$ cat src/rtl/pwm_pkg.sv
// Shared definitions for the PWM audio output stage: state encoding and default width.
package pwm_pkg;

    localparam int BW_DEFAULT = 16;

    typedef enum logic [1:0] {
        S_IDLE  = 2'd0,
        S_RUN   = 2'd1,
        S_DRAIN = 2'd2
    } pwm_state_e;

endpackage : pwm_pkg

$ cat src/rtl/pwm_modulator_if.sv
// Control/status bundle between the envelope stage (master) and the PWM modulator (slave).
interface pwm_modulator_if #(
    parameter int BW = 16
);
    logic          enable_i;
    logic [BW-1:0] period_i;
    logic [BW-1:0] duty_i;
    logic          pwm_o;
    logic          period_start_o;
    logic          busy_o;

    modport master (
        output enable_i, period_i, duty_i,
        input  pwm_o, period_start_o, busy_o
    );

    modport slave (
        input  enable_i, period_i, duty_i,
        output pwm_o, period_start_o, busy_o
    );
endinterface : pwm_modulator_if

$ cat src/rtl/pwm_modulator.sv
// Double-buffered PWM generator: period/duty are latched only at period boundaries and a
// disable request lets the running period finish before the block idles.
module pwm_modulator
    import pwm_pkg::*;
#(
    parameter int BW = BW_DEFAULT
) (
    input  logic            clk_i,
    input  logic            rst_i,
    pwm_modulator_if.slave  bus
);

    pwm_state_e    state_q, state_d;
    logic [BW-1:0] cnt_q, cnt_d;
    logic [BW-1:0] period_q, period_d;
    logic [BW-1:0] duty_q, duty_d;
    logic          pwm_q, pwm_d;
    logic          start_q, start_d;

    logic [BW-1:0] cnt_inc;
    logic          at_wrap;
    logic          can_start;
    logic          load;

    // duty >= period naturally saturates to an all-high period with this compare.
    function automatic logic high_at(input logic [BW-1:0] pos, input logic [BW-1:0] duty);
        return pos < duty;
    endfunction

    assign cnt_inc   = cnt_q + BW'(1);
    assign at_wrap   = (state_q != S_IDLE) && (cnt_q == period_q - BW'(1));
    assign can_start = bus.enable_i && (bus.period_i != '0);

    always_comb begin
        state_d  = state_q;
        cnt_d    = cnt_q;
        period_d = period_q;
        duty_d   = duty_q;
        pwm_d    = pwm_q;
        start_d  = 1'b0;
        load     = 1'b0;

        unique case (state_q)
            S_IDLE: begin
                cnt_d = '0;
                pwm_d = 1'b0;
                load  = can_start;
            end
            S_RUN, S_DRAIN: begin
                if (at_wrap) begin
                    if (can_start) begin
                        load = 1'b1;
                    end else begin
                        state_d = S_IDLE;
                        cnt_d   = '0;
                        pwm_d   = 1'b0;
                    end
                end else begin
                    cnt_d   = cnt_inc;
                    pwm_d   = high_at(cnt_inc, duty_q);
                    state_d = bus.enable_i ? S_RUN : S_DRAIN;
                end
            end
            default: begin
                state_d = S_IDLE;
                cnt_d   = '0;
                pwm_d   = 1'b0;
            end
        endcase

        // New period: shadow registers take the live inputs only here.
        if (load) begin
            state_d  = S_RUN;
            period_d = bus.period_i;
            duty_d   = bus.duty_i;
            cnt_d    = '0;
            pwm_d    = high_at('0, bus.duty_i);
            start_d  = 1'b1;
        end
    end

    always_ff @(posedge clk_i or posedge rst_i) begin
        if (rst_i) begin
            state_q  <= S_IDLE;
            cnt_q    <= '0;
            period_q <= '0;
            duty_q   <= '0;
            pwm_q    <= 1'b0;
            start_q  <= 1'b0;
        end else begin
            state_q  <= state_d;
            cnt_q    <= cnt_d;
            period_q <= period_d;
            duty_q   <= duty_d;
            pwm_q    <= pwm_d;
            start_q  <= start_d;
        end
    end

    assign bus.pwm_o          = pwm_q;
    assign bus.period_start_o = start_q;
    assign bus.busy_o         = (state_q != S_IDLE);

endmodule : pwm_modulator

$ cat src/flat_wrapper.sv
// flat-port wrapper written by rule: the top's interface ports become plain ports
module pwm_modulator_flat import pwm_pkg::*;
#(
    parameter int BW = BW_DEFAULT
)
  (clk_i, rst_i, bus_enable_i, bus_period_i, bus_duty_i, bus_pwm_o, bus_period_start_o, bus_busy_o);
  pwm_modulator_if #(.BW(BW)) bus_i ();
  input  logic clk_i;
  input  logic rst_i;
  input wire logic [$bits(bus_i.enable_i)-1:0] bus_enable_i;
  input wire logic [$bits(bus_i.period_i)-1:0] bus_period_i;
  input wire logic [$bits(bus_i.duty_i)-1:0] bus_duty_i;
  output wire logic [$bits(bus_i.pwm_o)-1:0] bus_pwm_o;
  output wire logic [$bits(bus_i.period_start_o)-1:0] bus_period_start_o;
  output wire logic [$bits(bus_i.busy_o)-1:0] bus_busy_o;
  assign bus_i.enable_i = bus_enable_i;
  assign bus_i.period_i = bus_period_i;
  assign bus_i.duty_i = bus_duty_i;
  assign bus_pwm_o = bus_i.pwm_o;
  assign bus_period_start_o = bus_i.period_start_o;
  assign bus_busy_o = bus_i.busy_o;
  pwm_modulator #(.BW(BW)) u_core (.clk_i(clk_i), .rst_i(rst_i), .bus(bus_i));
endmodule
$ cat config.mk
export PLATFORM = sky130hd
export DESIGN_NAME = pwm_modulator_flat
export DESIGN_NICKNAME = d
export VERILOG_FILES = /design/src/rtl/pwm_pkg.sv /design/src/rtl/pwm_modulator_if.sv /design/src/rtl/pwm_modulator.sv /design/src/flat_wrapper.sv
export SDC_FILE = /design/constraint.sdc
export NUM_CORES = 1
export LEC_CHECK = 0
export BUFFER_PORTS_ARGS = -buffer_cell sky130_fd_sc_hd__buf_2
export CORE_MARGIN = 1.5
export CORE_UTILIZATION = 45
export CTS_CLUSTER_SIZE = 16
export DETAILED_ROUTE_END_ITERATION = 10
export GPL_ROUTABILITY_DRIVEN = 0
export PLACE_DENSITY = 0.68
export SYNTH_ARGS = -nofsm -noshare
export SYNTH_HDL_FRONTEND = slang
export SYNTH_SLANG_ARGS = --single-unit
$ cat constraint.sdc
create_clock -name clk_i -period 6.5 [get_ports clk_i]
set_clock_uncertainty 0.1 [all_clocks]
set_input_delay 0.65 -clock clk_i [delete_from_list [all_inputs] [get_ports clk_i]]
set_output_delay 0.65 -clock clk_i [all_outputs]
set_load 0.02 [all_outputs]
# Word-level counts from Yosys, hierarchy flattened

Index checks and enable logic that the tools add are counted.

Flip-flop bits (word level): 52
Bits of input ports: 35
Output and inout bits: 3
Word-level logic and storage cells: 39

Add/sub/neg operators: 2
$lt $le $gt $ge: 2
Equal/unequal tests: 5
Muxes and demuxes: 17
Reductions and logical operators: 7

Operator list:

| kind                  | count |
|---|---|
| $mux 16               | 4 |
| $add 16x1->16 const B | 1 |
| $eq 16x16->1          | 1 |
| $lt 1x16->1 const A   | 1 |
| $lt 16x16->1          | 1 |
| $reduce_bool 16->1    | 1 |
| $sub 16x1->16 const B | 1 |
| $mux 2                | 4 |
| $mux 1                | 7 |
| $ne 4x4->1 const B    | 1 |
| $pmux 2 s2            | 1 |
| $eq 2x1->1 const B    | 1 |
| $eq 2x2->1 const B    | 1 |
| $logic_and 1x1->1     | 2 |
| $logic_not 2->1       | 1 |
| $ne 2x1->1 const B    | 1 |
| $pmux 1 s2            | 1 |
| $reduce_and 2->1      | 1 |
| $reduce_bool 2->1     | 1 |
| $reduce_or 2->1       | 1 |

# Logic depth before layout (Yosys ltp)

Gate-level depths: netlist (run 1).

Depth after elaboration: 7
Gate-level depth with buffers: 14
Depth with buffers taken out: 13

# Least setup slack after synthesis (run 1)

OpenSTA, ideal clock, no wires.

Path kind: flip-flop to flip-flop
Start: register u_core.period_q[0]
End: register u_core.duty_q[0]
Library setup time: 125 ps
Data arrival time: 2994 ps
Slack: 3281 ps
Stages on the path, launching flop included: 13
Path buffers: 3
Cell sequence: dfrtp_1 > clkbuf_1 > inv_1 > ha_1 > or4b_2 > or4_1 > nand2_1 > nand3_1 > or3_4 > o21a_1 > buf_6 > buf_12 > mux2_4

Word-level cells in the longest chain between the ends: 5

Ends and longest elaborated chain:

| what                   | RTL line            | source |
|---|---|---|
| from (decl)            | pwm_modulator.sv:15 | `logic [BW-1:0] period_q, period_d;` |
| from (signal assigned) | pwm_modulator.sv:93 | `period_q <= period_d;` |
| $sub 16x1->16          | pwm_modulator.sv:31 | `assign at_wrap = (state_q != S_IDLE) && (cnt_q == period_q - BW'(1));` |
| $eq 16x16->1           | pwm_modulator.sv:31 |  |
| $logic_and 1x1->1      | pwm_modulator.sv:31 |  |
| $mux 1                 | pwm_modulator.sv:50 | `if (at_wrap) begin` |
| $pmux 1 s2             | pwm_modulator.sv:43 | `unique case (state_q)` |
| to (signal assigned)   | pwm_modulator.sv:94 | `duty_q <= duty_d;` |
| to (decl)              | pwm_modulator.sv:16 | `logic [BW-1:0] duty_q, duty_d;` |

No other way between the ends.
A chain may end at the register's enable or synchronous reset.

# Final worst setup path (run 1)

Start: register u_core.period_q[0]
End: register u_core.cnt_q[14]

Word-level cells in the longest chain between the ends: 6
Elaborated cells between the ends (all ways): 9
Those cells by class: add/sub (1); eq/ne (2); mux (5); reduce/logical (1)

Ends and longest elaborated chain:

| what                                                          | RTL line            | source |
|---|---|---|
| $sub 16x1->16 *                                               | pwm_modulator.sv:31 |  |
| $eq 16x16->1 *                                                | pwm_modulator.sv:31 |  |
| $logic_and 1x1->1 *                                           | pwm_modulator.sv:31 |  |
| $mux 1 / $mux 16 (equally long branches)                      | pwm_modulator.sv:50 |  |
| $pmux 1 s2 / $mux 16 (equally long branches)                  | pwm_modulator.sv:43 |  |
| $ne 4x4->1 (no source line) / $mux 16 (equally long branches) | --                  |  |
| to (signal assigned)                                          | pwm_modulator.sv:92 | `cnt_q <= cnt_d;` |
| to (decl)                                                     | pwm_modulator.sv:14 | `logic [BW-1:0] cnt_q, cnt_d;` |

Every way passes the cells marked *; elsewhere a longest branch is shown, timed or not.

==> impl_metrics.toml, run 1 <==
[outcome]
status = "finished clean"

[clock_tree]
ctsLongestPathBuffers = 2
ctsResizeCount = 0
htree_num_levels = 2
cts.clk_slew.worst_paths_ns = 0.10
cts-hold-fix-buffers = 0
clockRootBuffer = "clkbuf_8"
tritoncts = "done"
clk_latency_ns = 0.32
postCtsSetupBuffers = 0
cts_made_buffers = 5
cts.sinks = 52

[yosys]
yosysWarnings = 0
synth_xor_area_frac = 0.0854
synth_fp_nets = 435
synth-simple-area-share = 0.181
synth_adder_area_share = 0.0629
synth_area_um2 = 3780
syn-instance-count = 381
synth-compound-area-share = 0.125
ys_async_sr_fraction = 1.00
synth_top_family_by_area = "simple AND/OR/NAND/NOR gates"
muxShareOfSynthArea = 0.127
avgSynthCellArea_um2 = 9.92
synth_ff_type = "dfrtp_1"
synth_edf_count = 0
synth_cell_types = 60
ys_ff_latch = 52
ys_seq_area_frac = 0.344

[sta]
setup_viol = 0
relSlewSlack = 0.247
drv_slew = 0
rsz0062_at_grt = "false"
fin_crit_ns = 3.95
fin_crit_sh = 0.608
tns_ns = 0
clock.fmax_mhz = 253
tightest_slew_ns = 1.13
finalHoldWorstSlack_ns = 0.198
fin_ws_ns = 2.55
hold_violations = 0

[pwr]
p_per_area_nw_per_um2 = 381
totalPowerFinal_mw = 1.55
peakVddDrop_mv = 0.159
power.leakage_nw = 2.01

[critical_path]
cp_cell_sequence = "inv_1, ha_1, or4b_2, or4_1, a22oi_1, nand4_1, o41ai_2, nand2b_1, o21bai_1, a21o_1"
slowest_stage = "nand2b_1"
endpoint_kind = "register"
critPathKind = "register to register"
rrSetupSlack_ns = 2.55
cp.required_ns = 6.62
cp_max_fo = 24
max_stage_delay_ns = 0.68
worst_setup_path_start_kind = "register"
cp.arrival_ns = 4.07

[grt]
grt_pass1_vias = 2806
grt_start_max_net_pins = 37
grt-ovfl-total = 0
grt_pass1_wl_mm = 13.4
antenna_found_initial = 0
track_usage = 0.192

[hold_path]
hold_path_class = "input port to async pin"

[route]
firstDrtPassIters = 4
vias = 2856
viasPerCell = 5.59
drc = 0
routed_wl_mm = 7.89
post_drt_wl_per_cell_um = 15.4
ant_nets = 0
drtIter0Drc = 158

[floorplan]
rows = 33
initial_utilization = 0.463
ios = 38
die_area_um2 = 8960
die_w_um = 94.7
coreArea_um2 = 8180
die-height_um = 94.7

[finish]
multi_input_area_um2 = 2200
fin_nets = 459
layout.cells.most_common = "dfrtp_1"
design_area_um2 = 4060
final_cell_mix = "dfrtp_1, buf_2, inv_1, nand2_1, mux2_4"
antenna_cells = 0
utilization = 0.497
layout.cells.non_filler = 511
seqCellArea_um2 = 1300
area_delta_synth_final_pct = 7.48
drive_above_1_share = 0.224
n_fill_cell = 779

[place]
dp_hpwl_mm = 5.95
place_inst = 503
placed_area_um2 = 3950
port_buffers = 37
place_ws_ns = 2.58

[job]
maxCapViolations = 0
## kinds of logic after synthesis
group           count (synthesis)
compound gates                 65
xor+xnor                       36
fa+ha+maj                      19
buf+inv                        55
flops                          52
mux                            34
simple gates                  120
## per-layer routing
metal / vias to the layer above / wire length [µm] / track usage
met4: 0 / 64 / 0.0299
met1: 1383 / 3780 / 0.260
li1: 1407 / - / -
met5: - / 0 / 0
met2: 60 / 3680 / 0.318
met3: 6 / 369 / 0.0411
## final cells by class
cell class	count	area share
Clock buffer	6	0.0179
Clock inverter	2	0.00954
Inverter	33	0.0305
Multi-Input combinational cell	274	0.540
Sequential cell	52	0.320
Tap cell	105	0.0323
Timing Repair Buffer	39	0.0493
## critical path, delay by kind of cell, from the launching register on
family	cells	cell delay, ns
flops	1	0.49
fa+ha+maj	1	0.39
simple gates	4	1.90
buf+inv	1	0.09
compound gates	4	0.88
## state kept, by name (all words and copies together), names as in the netlist
name and cells:
u_core.period_q 16, u_core.bus.pwm_o 1, u_core.state_q 2, u_core.cnt_q 16
u_core.bus.period_start_o 1, u_core.duty_q 16
## cell usage after synthesis, types with 2 or more instances
| cell type | n | area (µm²) |
|---|---|---|
| a211oi_1 | 4 | 30.0 |
| a21o_1 | 9 | 67.6 |
| a21oi_1 | 7 | 35.0 |
| and3_1 | 5 | 31.3 |
| buf_12 | 3 | 60.1 |
| buf_2 | 3 | 15.0 |
| buf_4 | 4 | 30.0 |
| clkbuf_1 | 10 | 37.5 |
| dfrtp_1 | 52 | 1300 |
| ha_1 | 19 | 238 |
| inv_1 | 33 | 124 |
| mux2_2 | 7 | 78.8 |
| mux2_4 | 26 | 390 |
| nand2_1 | 27 | 101 |
| nand2b_1 | 7 | 43.8 |
| nand3_1 | 12 | 60.1 |
| nand3b_1 | 2 | 15.0 |
| nand4_1 | 11 | 68.8 |
| nor2_1 | 10 | 37.5 |
| nor2b_1 | 3 | 18.8 |
| nor3_1 | 7 | 35.0 |
| nor3b_1 | 3 | 22.5 |
| nor4_1 | 15 | 93.8 |
| o211ai_1 | 3 | 22.5 |
| o21a_1 | 3 | 22.5 |
| o21ai_0 | 12 | 60.1 |
| o21bai_1 | 9 | 67.6 |
| o311ai_0 | 2 | 17.5 |
| o31ai_1 | 2 | 15.0 |
| or3_1 | 6 | 37.5 |
| or4_1 | 3 | 22.5 |
| xnor2_1 | 23 | 201 |
| xor2_1 | 12 | 105 |
## worst paths after layout
check / from / to / depth (start not counted)
worst max-delay path: u_core.period_q[0]$_DFFE_PP0N_ / u_core.cnt_q[14]$_DFFE_PP0P_ / 10
min in group clk_i: u_core.duty_q[10]$_DFFE_PP0N_ / u_core.duty_q[10]$_DFFE_PP0N_ / 1
worst min-delay path: rst_i / u_core.period_q[0]$_DFFE_PP0N_ / 2
worst min register to register: u_core.duty_q[10]$_DFFE_PP0N_ / u_core.duty_q[10]$_DFFE_PP0N_ / 1
max in group asynchronous: rst_i / u_core.duty_q[15]$_DFFE_PP0N_ / 3
worst max register to register: u_core.period_q[0]$_DFFE_PP0N_ / u_core.cnt_q[14]$_DFFE_PP0P_ / 10
## report_power, final
group	total (mW)	switching [mW]	internal [mW]
sequential	0.587	0.145	0.442
clock	0.235	0.118	0.117
combinational	0.729	0.340	0.389
Note: power is estimated with default switching activity, not from simulation.
==> run 2, diff against run 1 <==
Settings changed: PLACE_DENSITY 0.68 to 0.7.
Clock period 6.5 ns to 3.25 ns, I/O delays scaled along.
==> impl_metrics.toml, run 2 (synthesized netlist as in run 1, its figures left out) <==
[critical_path]
rrSetupSlack_ns = 0.1
r2r_cells = 9
r2r_end = "u_core.period_q[7]$_DFFE_PP0N_"
cp.required_ns = 3.35
worst_setup_path_start_kind = "register"
cp_max_fo = 30
cp.arrival_ns = 3.26
critPathKind = "register to register"
endpoint_kind = "register"
critPathLaunch = "u_core.period_q[0]$_DFFE_PP0N_"
reg2reg_from = "u_core.period_q[0]$_DFFE_PP0N_"

[clock_tree]
cts-hold-fix-buffers = 0
cts.sinks = 52
ctsLongestPathBuffers = 2
cts_made_buffers = 5
htree_num_levels = 2
cts.clk_slew.worst_paths_ns = 0.10
clockRootBuffer = "clkbuf_8"
clk_latency_ns = 0.31
tritoncts = "done"

[grt]
grt_start_max_net_pins = 53
grt_pass1_wl_mm = 13.8
grt_pass1_vias = 2967
track_usage = 0.196
grt-ovfl-total = 0
antenna_found_initial = 0

[floorplan]
die_area_um2 = 8960
coreArea_um2 = 8180
rows = 33
initial_utilization = 0.463
die_w_um = 94.7
ios = 38
die-height_um = 94.7

[route]
viasPerCell = 5.57
drc = 0
vias = 2968
post_drt_wl_per_cell_um = 15.6
firstDrtPassIters = 4
ant_nets = 0
drtIter0Drc = 147
routed_wl_mm = 8.30

[hold_path]
hold_path_class = "input port to register"
hold-path-cell-count = 2
holdPathEnd = "u_core.state_q[1]$_DFFE_PP0P_"
worstHoldStart = "bus_enable_i"

[outcome]
status = "finished clean"

[finish]
area_delta_synth_final_pct = 15.1
antenna_cells = 0
largestRegisters = "u_core.cnt_q (16), u_core.duty_q (16), u_core.period_q (16)"
final_cell_mix = "dfrtp_1, buf_2, inv_1, nand2_1, mux2_4"
fin_nets = 481
layout.cells.most_common = "dfrtp_1"
drive_above_1_share = 0.283

[sta]
fin_crit_sh = 0.971
tns_ns = 0
clock.fmax_mhz = 317
fin_crit_ns = 3.15
drv_slew = 0
relSlewSlack = 0.261
hold_violations = 0
tightest_slew_ns = 1.11
setup_viol = 0

[pwr]
power.leakage_nw = 2.16
totalPowerFinal_mw = 3.51
p_per_area_nw_per_um2 = 807
peakVddDrop_mv = 0.347

[job]
maxCapViolations = 0

[place]
dp_hpwl_mm = 6.18
port_buffers = 37
==> run 2: timing repair <==
| item | CTS | global route |
|---|---|---|
| resized for setup | 0 | 10 |
| endpoints found under the hold margin | 0 | 0 |
| buffers inserted | 0 | 2 |
| endpoints found under the setup margin | 0 | 44 |
==> run 2: critical path, cell delays in order (launching register included) <==
cell	delay, ns
dfrtp_1	0.38
buf_4	0.17
or4_1	0.53
or3_1	0.34
a211oi_2	0.28
nand2_1	0.08
or3_4	0.40
o21a_2	0.25
buf_12	0.19
mux2_4	0.32
==> run 2: stage by stage <==
| stage | cell area, µm² | utilization | hold slack, ns | worst slack (ns) | instances |
|---|---|---|---|---|---|
| after floorplan | 3780 | - | 0.320 | 0.0307 | 381 |
| after detailed placement | 4110 | 0.503 | 0.394 | 0.0569 | 521 |
| after CTS | 4230 | 0.518 | 0.137 | 0.0246 | 529 |
| after global placement | 4110 | 0.503 | 0.391 | 0.0717 | 521 |
| final | 4350 | 0.532 | 0.143 | 0.0957 | 533 |
| after global routing | 4350 | 0.532 | 0.135 | -0.00562 | 533 |
==> run 2: area by class of cell <==
| cell class | instances | area [µm²] |
|---|---|---|
| fillers | 765 | 3820 |
| multi-input cells | 274 | 2240 |
| flip-flops and latches | 52 | 1300 |
| repair buffers | 61 | 429 |
| well taps | 105 | 131 |
| inverters | 33 | 124 |
| clock buffers | 6 | 82.6 |
| clock inverters | 2 | 38.8 |
==> run 2: power by group <==
part / total, mW / internal [mW] / switching (mW)
Clock: 0.482 / 0.252 / 0.230
Sequential: 1.10 / 0.885 / 0.218
Combinational: 1.93 / 1.05 / 0.871
Total: 3.51 / 2.19 / 1.32
==> run 2: worst max path at each step <==
stage	to	slack, ns	cells after the start
2_1_floorplan	u_core.duty_q[0]$_DFFE_PP0N_	0.03	12
3_3_place_gp	u_core.duty_q[0]$_DFFE_PP0N_	0.07	9
3_5_place_dp	u_core.period_q[7]$_DFFE_PP0N_	0.06	9
4_1_cts	u_core.period_q[7]$_DFFE_PP0N_	0.02	9
5_1_grt	u_core.cnt_q[13]$_DFFE_PP0P_	-0.006	11
6_report	u_core.period_q[7]$_DFFE_PP0N_	0.1	9
==> run 2: metal layers <==
metal	global-route usage	wire, µm	vias up
li1	-	-	1462
met5	0	0	-
met3	0.0242	263	10
met2	0.337	3990	62
met4	0.0448	106	0
met1	0.261	3940	1434
==> run 3, diff against run 2 <==
Settings changed: CORE_UTILIZATION 45 to 54, PLACE_DENSITY 0.7 to 0.81.
==> impl_metrics.toml, run 3 (synthesized netlist as in run 1, its figures left out) <==
[outcome]
status = "finished clean"

[route]
ant_nets = 0
firstDrtPassIters = 5
routed_wl_mm = 8.23
drc = 0
drtIter0Drc = 181
vias = 2962
post_drt_wl_per_cell_um = 15.8
viasPerCell = 5.69

[pwr]
peakVddDrop_mv = 0.412
pwr-share-clk = 0.116
p_int_mw = 2.05
switchingPower_mw = 1.31
switching_share = 0.390
power_frac_comb = 0.553
seqPwrFrac = 0.331
p_per_area_nw_per_um2 = 785
power.leakage_nw = 2.13

[sta]
rsz0062_at_grt = "false"
clock.fmax_mhz = 316
setup_viol = 0
hold_violations = 0
fin_crit_sh = 0.972
tns_ns = 0
fin_crit_ns = 3.16
relSlewSlack = 0.270
tightest_slew_ns = 1.10
drv_slew = 0

[clock_tree]
cts.clk_slew.worst_paths_ns = 0.09
tritoncts = "done"
cts-hold-fix-buffers = 0
htree_num_levels = 2
clockRootBuffer = "clkbuf_8"
cts_made_buffers = 5
cts.sinks = 52
ctsLongestPathBuffers = 2
clk_latency_ns = 0.32

[hold_path]
hold_path_class = "input port to register"

[job]
maxCapViolations = 0

[finish]
antenna_cells = 0
design_area_um2 = 4270
final_cell_mix = "dfrtp_1, buf_2, inv_1, nand2_1, mux2_4"
n_fill_cell = 558
largestRegisters = "u_core.cnt_q (16), u_core.duty_q (16), u_core.period_q (16)"
seqCellArea_um2 = 1300
fin_nets = 478
area_delta_synth_final_pct = 12.9
multi_input_area_um2 = 2220
drive_above_1_share = 0.271
layout.cells.most_common = "dfrtp_1"

[grt]
antenna_found_initial = 0
track_usage = 0.230
grt-ovfl-total = 0
grt_start_max_net_pins = 53
grt_pass1_wl_mm = 13.7
grt_pass1_vias = 2909

[critical_path]
worst_setup_path_start_kind = "register"
rrSetupSlack_ns = 0.09
cp.arrival_ns = 3.26
cp.required_ns = 3.35
endpoint_kind = "register"
critPathKind = "register to register"
cp_max_fo = 6

[floorplan]
ios = 38
die_area_um2 = 7510
die-height_um = 86.7
rows = 30
coreArea_um2 = 6790
die_w_um = 86.7
initial_utilization = 0.557

[place]
port_buffers = 37
dp_hpwl_mm = 6.00
placed_area_um2 = 4120
[run 3: power groups by stage]
| stage | Combinational, mW | Sequential [mW] | Clock, mW |
|---|---|---|---|
| after floorplan | 1.35 | 1.06 | 0 |
| after global placement | 1.66 | 1.11 | 0 |
| after detailed placement | 1.73 | 1.12 | 0 |
| after CTS | 1.74 | 1.10 | 0.397 |
| after global routing | 2.02 | 1.15 | 0.427 |
| final | 1.86 | 1.11 | 0.389 |
[run 3: repair_timing]
item	CTS	global route
setup endpoints to repair	0	45
buffers inserted	0	1
resized for setup	0	6
[run 3: metrics by stage]
step | setup WS [ns] | power (mW) | std cells | hold slack, ns | utilization
global route | 0.00310 | 3.60 | 521 | 0.132 | 0.629
global placement | 0.100 | 2.77 | 511 | 0.391 | 0.606
finish | 0.0903 | 3.35 | 521 | 0.140 | 0.629
CTS | 0.0477 | 3.25 | 519 | 0.138 | 0.620
detailed placement | 0.0814 | 2.85 | 511 | 0.396 | 0.606
floorplan | 0.0307 | 2.41 | 381 | 0.320 | -
[run 3: layer usage]
| layer | up-vias | track usage | share of wire |
|---|---|---|---|
| met3 | 16 | 0.0495 | 0.052 |
| li1 | 1443 | - | - |
| met1 | 1404 | 0.309 | 0.45 |
| met4 | 0 | 0.0469 | 0.017 |
| met2 | 99 | 0.385 | 0.48 |
| met5 | - | 0 | 0 |
[run 3: final timing paths]
path | from | end | depth (start not counted)
setup / recovery | u_core.period_q[0]$_DFFE_PP0N_ | u_core.period_q[5]$_DFFE_PP0N_ | 10
hold / removal | bus_enable_i | u_core.state_q[1]$_DFFE_PP0P_ | 2
setup reg to reg | u_core.period_q[0]$_DFFE_PP0N_ | u_core.period_q[5]$_DFFE_PP0N_ | 10
hold reg to reg | u_core.duty_q[9]$_DFFE_PP0N_ | u_core.duty_q[9]$_DFFE_PP0N_ | 1
max in group asynchronous | rst_i | u_core.duty_q[0]$_DFFE_PP0N_ | 2
min in group asynchronous | rst_i | u_core.period_q[7]$_DFFE_PP0N_ | 2
[run 3: area by class of cell]
| class | instances | share of cell area |
|---|---|---|
| multi-input combinational | 274 | 0.521 |
| sequential | 52 | 0.305 |
| timing repair buffer | 58 | 0.0961 |
| inverter | 33 | 0.0290 |
| tap | 96 | 0.0281 |
| clock buffer | 5 | 0.0161 |
| clock inverter | 3 | 0.00498 |
[run 3: critical path, cell delays in order (launching register included)]
cell	delay, ns
dfrtp_1	0.38
inv_1	0.07
ha_2	0.20
or3b_2	0.49
or4_4	0.44
xnor2_2	0.16
nand3_1	0.10
or3_4	0.38
o21a_4	0.26
buf_4	0.17
mux2_4	0.29
